===== config.mk =====
export PLATFORM = sky130hd
export DESIGN_NAME = pt_decode
export DESIGN_NICKNAME = d
export VERILOG_FILES = /design/src/rtl/pt_decode.sv
export SDC_FILE = /design/constraint.sdc
export NUM_CORES = 1
export LEC_CHECK = 0
export CORE_MARGIN = 2
export CORE_UTILIZATION = 40
export CTS_BUF_LIST = sky130_fd_sc_hd__clkbuf_8
export DETAILED_ROUTE_END_ITERATION = 10
export SLEW_MARGIN = 40
export SYNTH_ARGS = -nofsm -noshare
export SYNTH_HDL_FRONTEND = slang
export SYNTH_SLANG_ARGS = --single-unit

===== constraint.sdc =====
create_clock -name clk -period 4.74 [get_ports clk]
set_input_delay 1.422 -clock clk [delete_from_list [all_inputs] [get_ports clk]]
set_output_delay 1.422 -clock clk [all_outputs]
set_load 0.005 [all_outputs]

===== src/rtl/pt_decode.sv =====
// Slot-serial BFV plaintext decoder: gamma[i] = round(T*phase[i]/Q) mod T,
// one restoring-division step per cycle, valid/ready on both sides.
module pt_decode #(
  parameter int unsigned N  = 4,
  parameter int unsigned W  = 17,
  parameter int unsigned WW = 2 * W,
  parameter int unsigned QP = 65537,
  parameter int unsigned TP = 256
) (
  input  logic                  clk,
  input  logic                  rst_n,
  input  logic                  in_valid,
  output logic                  in_ready,
  input  logic [N-1:0][W-1:0]   in_phase,
  output logic                  out_valid,
  input  logic                  out_ready,
  output logic [N-1:0][W-1:0]   out_gamma,
  output logic                  busy
);

  localparam int unsigned IW = (N > 1) ? $clog2(N) : 1;
  localparam int unsigned BW = $clog2(WW + 1);

  localparam logic [W-1:0]  Q_W    = W'(QP);
  localparam logic [W+1:0]  Q_R    = (W+2)'(QP);
  localparam logic [WW:0]   T_N    = (WW+1)'(TP);
  localparam logic [WW:0]   HALF_N = (WW+1)'(QP / 2);
  localparam logic [IW-1:0] LAST   = IW'(N - 1);
  localparam logic [BW-1:0] TOP    = BW'(WW);

  typedef enum logic [2:0] {S_IDLE, S_PREP, S_DIV, S_WRITE, S_DONE} state_t;

  state_t                state_q, state_d;
  logic [N-1:0][W-1:0]   phase_q, phase_d;
  logic [N-1:0][W-1:0]   out_gamma_q, out_gamma_d;
  logic [IW-1:0]         slot_q, slot_d;
  logic [BW-1:0]         bit_q, bit_d;
  logic [WW:0]           num_q, num_d;
  logic [WW:0]           quo_q, quo_d;
  logic [W:0]            rem_q, rem_d;
  logic                  in_ready_q, in_ready_d;
  logic                  out_valid_q, out_valid_d;
  logic                  busy_q, busy_d;

  logic [W-1:0]          p_raw, p_adj;
  logic [W+1:0]          rem_sh;
  logic                  rem_ge;
  logic [WW:0]           g;

  // Next-state and datapath for the PREP / DIV / WRITE slot loop
  always_comb begin
    state_d     = state_q;
    phase_d     = phase_q;
    out_gamma_d = out_gamma_q;
    slot_d      = slot_q;
    bit_d       = bit_q;
    num_d       = num_q;
    quo_d       = quo_q;
    rem_d       = rem_q;
    in_ready_d  = in_ready_q;
    out_valid_d = out_valid_q;
    busy_d      = busy_q;

    p_raw  = phase_q[slot_q];
    p_adj  = (p_raw >= Q_W) ? (p_raw - Q_W) : p_raw;
    rem_sh = {rem_q, num_q[bit_q]};
    rem_ge = (rem_sh >= Q_R);
    g      = (quo_q >= T_N) ? (quo_q - T_N) : quo_q;

    case (state_q)
      S_IDLE: begin
        if (in_valid && in_ready_q) begin
          phase_d    = in_phase;
          slot_d     = '0;
          in_ready_d = 1'b0;
          busy_d     = 1'b1;
          state_d    = S_PREP;
        end
      end
      S_PREP: begin
        num_d   = T_N * (WW+1)'(p_adj) + HALF_N;
        rem_d   = '0;
        quo_d   = '0;
        bit_d   = TOP;
        state_d = S_DIV;
      end
      S_DIV: begin
        rem_d = rem_ge ? (W+1)'(rem_sh - Q_R) : rem_sh[W:0];
        quo_d = {quo_q[WW-1:0], rem_ge};
        if (bit_q == '0) begin
          state_d = S_WRITE;
        end else begin
          bit_d = bit_q - 1'b1;
        end
      end
      S_WRITE: begin
        out_gamma_d[slot_q] = W'(g);
        if (slot_q == LAST) begin
          out_valid_d = 1'b1;
          state_d     = S_DONE;
        end else begin
          slot_d  = slot_q + 1'b1;
          state_d = S_PREP;
        end
      end
      S_DONE: begin
        if (out_ready) begin
          out_valid_d = 1'b0;
          in_ready_d  = 1'b1;
          busy_d      = 1'b0;
          state_d     = S_IDLE;
        end
      end
      default: state_d = S_IDLE;
    endcase
  end

  always_ff @(posedge clk or negedge rst_n) begin
    if (!rst_n) begin
      state_q     <= S_IDLE;
      phase_q     <= '0;
      out_gamma_q <= '0;
      slot_q      <= '0;
      bit_q       <= '0;
      num_q       <= '0;
      quo_q       <= '0;
      rem_q       <= '0;
      in_ready_q  <= 1'b1;
      out_valid_q <= 1'b0;
      busy_q      <= 1'b0;
    end else begin
      state_q     <= state_d;
      phase_q     <= phase_d;
      out_gamma_q <= out_gamma_d;
      slot_q      <= slot_d;
      bit_q       <= bit_d;
      num_q       <= num_d;
      quo_q       <= quo_d;
      rem_q       <= rem_d;
      in_ready_q  <= in_ready_d;
      out_valid_q <= out_valid_d;
      busy_q      <= busy_d;
    end
  end

  assign in_ready  = in_ready_q;
  assign out_valid = out_valid_q;
  assign out_gamma = out_gamma_q;
  assign busy      = busy_q;

endmodule


==> results_tabular.tex <==
\begin{tabular}{lr}
\hline
Metric & Value \\
\hline
\multicolumn{2}{l}{\textbf{Synth}} \\
\quad Synthesized instance count & between 800 and 900 \\
\quad Yosys cell types & between 40 and 50 \\
\quad Mean cell area of the mapped netlist & 11.77 um2 \\
\quad Total of flip-flops plus latches after synthesis & 221 \\
\quad Async set-reset flop share out of synthesis & 100.0\% \\
\quad Number of nets produced by synthesis & 940 \\
\quad Ys flop type & dfrtp\_1 \\
\quad Number of flops mapped to enable cells by yosys & 0 \\
\quad Commonest cells post-synth & dfrtp\_1 (220), nand2\_1 (113), mux2\_2 (102), o21ai\_0 (73) \\
\quad Most common cell in the synthesized netlist & dfrtp\_1 \\
\quad Sequential element share of the synthesized area & 54.95\% \\
\quad Fraction of synthesized cell area taken by the top area cell type & 54.69\% \\
\quad Cells taking the most area after synthesis & dfrtp\_1 (55\%), mux2\_2 (11\%), mux4\_2 (4.5\%), nand2\_1 (4.2\%), o21ai\_0 (3.6\%) \\
\quad Cell Area, Synth & 0.01007 mm2 \\
\quad YS warnings & 0 \\
\quad Cell accounting for the most synthesized area & dfrtp\_1 \\
\multicolumn{2}{l}{\textbf{Worst setup path}} \\
\quad Longest individual stage delay on the worst path & 720 ps \\
\quad Worst setup slack for register-to-register paths & 1060 ps \\
\quad Most common cell type on the critical path & nand3\_1 \\
\quad CP cell instances & mux4\_2 -> ha\_1 -> nor4\_2 -> nand3\_1 -> nand3\_1 -> mux2i\_1 -> o21ai\_2 -> or4b\_4 -> xnor2\_1 -> o21ai\_1 \\
\quad Cell with the largest stage delay on the worst path & dfrtp\_1 \\
\quad Critical path peak fanout & 13 \\
\quad Worst endpoint data arrival time & 4070 ps \\
\quad CP Buf/Inv Count & 0 \\
\quad Top cell family by delay on the critical path & simple AND/OR/NAND/NOR gates \\
\quad Category of the most critical setup path & reg -> reg \\
\quad Required time of the critical path & 5120 ps \\
\quad Critical path startpoint category & flip-flop \\
\quad Setup crit end kind & flip-flop \\
\multicolumn{2}{l}{\textbf{STA}} \\
\quad Fin Setup TNS & 0 ps \\
\quad Period Utilization, post-route & between 70\% and 80\% \\
\quad Number of slew-limit violations in the final report & 0 \\
\quad Unrepaired setup endpoints after global routing & no \\
\quad Shortest clock period the worst path allows after layout & 3684 ps \\
\quad Worst Max-Slew Pin Slew & a little over 700 ps \\
\quad Number of failing setup endpoints in the final timing report & 0 \\
\quad Final Hold Viols & 0 \\
\quad Rel. slew slack & 52.13\% \\
\quad Worst setup skew after layout & $\sim$27 ps \\
\quad Maximum achievable frequency & roughly 0.27 GHz \\
\multicolumn{2}{l}{\textbf{Global routing}} \\
\quad Total routing usage reported by global routing & 17.31\% \\
\quad Initial antenna violation count & 0 \\
\quad Global-route wire length before repair & 36,830 um \\
\quad Vias in the first global route & 6,989 \\
\quad Pin count of the biggest net entering global routing & around 100 \\
\quad GR Overflow Total & 0 \\
\multicolumn{2}{l}{\textbf{Pwr}} \\
\quad Internal cell power & 3.696 mW \\
\quad Power consumption & approximately 5.5 mW \\
\quad Leak & 5.638 nW \\
\quad Switching Power & 1.830 mW \\
\quad PD cells & 436.5 mW/mm2 \\
\quad IR drop worst, VDD & 0.2234 mV \\
\quad Clock power share & a little under a third \\
\quad Combinational cell fraction of total power & between 20\% and 30\% \\
\quad Switching portion of total power & 33.11\% \\
\quad Portion of total power attributed to sequential cells & about two fifths \\
\multicolumn{2}{l}{\textbf{Worst hold path}} \\
\quad Type of the most critical hold path & reg -> reg \\
\multicolumn{2}{l}{\textbf{CTS}} \\
\quad CTS Root Buffer Type & clkbuf\_8 \\
\quad TritonCTS clock tree & done \\
\quad Largest buffer count on any clock path & 3 \\
\quad Clk pin slew, worst setup/hold paths & 60 ps \\
\quad Number of buffers added to fix hold violations after cts & 0 \\
\quad Number of clock sinks seen by CTS & 221 \\
\quad Resize count post-CTS & 0 \\
\quad Setup bufs post-CTS & 0 \\
\quad Clock buffer count from CTS & 39 \\
\quad Worst-Skew Late Latency & 530 ps \\
\quad Number of levels in the clock H-tree & 2 \\
\multicolumn{2}{l}{\textbf{Status}} \\
\quad Status & complete, no violations \\
\multicolumn{2}{l}{\textbf{Run}} \\
\quad Reported max-cap violation count & 0 \\
\multicolumn{2}{l}{\textbf{Final layout}} \\
\quad Proportion of layout cells with a drive suffix above 1 & 20.16\% \\
\quad \# fillers & 2,266 \\
\quad Synthesis-to-finish area growth & 25.75\% \\
\quad Diode count & 0 \\
\quad Fin nets & around 1,100 \\
\multicolumn{2}{l}{\textbf{Routing}} \\
\quad Remaining number of nets flagged by the antenna check after routing & 0 \\
\quad Count of vias placed by the detailed router & 6,985 \\
\quad 1st-iter DRT viols & 328 \\
\quad Total detailed-routing wirelength & 22,080 um \\
\quad DR DRC count & 0 \\
\quad Vias per cell & 5.147 \\
\quad Total iterations of the first detailed-routing run & 4 \\
\quad Average detailed-routed wire length per instance & 16.27 um \\
\multicolumn{2}{l}{\textbf{Floorplanning}} \\
\quad Area of the core & 0.02496 mm2 \\
\quad I/O pin cnt & 143 \\
\quad Initial cell density of the core & roughly 40\% \\
\quad Cell Rows & 58 \\
\quad Overall die height & 162.6 um \\
\quad DIE WIDTH & 162.6 um \\
\quad Area enclosed by the die boundary & 0.02645 mm2 \\
\multicolumn{2}{l}{\textbf{Place}} \\
\quad DP Wirelength & 15,640 um \\
\quad IO buf count & 142 \\
\quad Global placer's final weighted congestion & $\sim$0.8 \\
\hline
\end{tabular}
## final timing paths
| check | from | to | depth (start not counted) |
|---|---|---|---|
| worst min register to register | out_gamma[65] | out_gamma[65] | 2 |
| worst min-delay path | out_gamma[65] | out_gamma[65] | 2 |
| max in group asynchronous | rst_n | out_gamma[57] | 3 |
| min in group asynchronous | rst_n | out_gamma[14] | 1 |
| worst max register to register | slot_q[1] | num_q[24] | 10 |
| worst max-delay path | slot_q[1] | num_q[24] | 10 |
## per-stage QoR
stage                     util, %  instance area, um2  std cells  hold slack (ps)  setup WS (ps)
after floorplan                 -               10070        855            441.1           1266
after global placement      47.47               11850       1293            460.5           1194
final                       50.71               12660       1357            475.3           1056
after detailed placement    47.65               11900       1295            469.9           1049
after CTS                   50.60               12630       1356            482.0           1020
after global routing        50.71               12660       1357            502.3          703.5
## cell families (layout without fill, tap and decap cells)
family / after synthesis / count (layout) / share of synthesized area (%)
compound gates: 140 / 140 / 8.737
xor+xnor: 47 / 47 / 4.089
fa+ha+maj: 13 / 13 / 1.616
buf+inv: 59 / 231 / 2.299
flops: 221 / 221 / 54.95
mux: 127 / 127 / 16.53
simple gates: 248 / 248 / 11.78
## layer usage
layer	GRT usage, %	wire [um]	up-vias	part of all wire [%]
met1	24.16	10360	3448	47
met4	5.792	460	0	2.1
met2	27.33	10400	142	47
met3	3.285	861	40	3.9
met5	0	0	-	0
li1	-	-	3355	-
## worst min-delay path, cell delays in order (launching register included)
cell and delay [ps]:
dfrtp_1 340, nand2_1 40, o21ai_0 60
## flip-flops by register name (all words and copies together) (netlist names)
register / flops
rem_q: 18
slot_q: 2
out_gamma: 68
phase_q: 68
out_valid: 1
quo_q: 35
state_q: 3
bit_q: 6
in_ready: 1
busy: 1
num_q: 18
## cells in the final DEF (no fill, tap or decap), types with 7 or more instances in the layout
cell type        instances
nand2_1                109
inv_1                   28
o21ai_0                 73
mux4_2                  20
nor4_1                  13
xor2_1                  25
nor3_1                  21
mux2_2                 102
nor2_1                  39
xnor2_1                 22
nand3_1                 16
dfrtp_1                220
buf_4                    8
a22o_1                  34
clkdlybuf4s50_1        141
a21oi_1                  7
clkbuf_8                45
ha_1                    13
## power by group through the flow
stage	clock, mW	combinational [mW]	sequential (mW)
2_1_floorplan	0	1.23	2.16
3_3_place_gp	0	1.56	2.26
3_5_place_dp	0	1.62	2.26
4_1_cts	1.75	1.63	2.23
5_1_grt	1.84	1.80	2.26
6_report	1.69	1.61	2.23
## final cells by class
cell class | count | area (um2) | share of cell area (%)
sequential | 221 | 5532 | 43.69
inverter | 15 | 56.30 | 0.4448
clock inverter | 16 | 116.4 | 0.9192
multi-input combinational | 575 | 4339 | 34.28
clock buffer | 45 | 619.3 | 4.892
timing repair buffer | 155 | 1584 | 12.51
tap | 330 | 412.9 | 3.262
(Power assumes the default switching activity.)
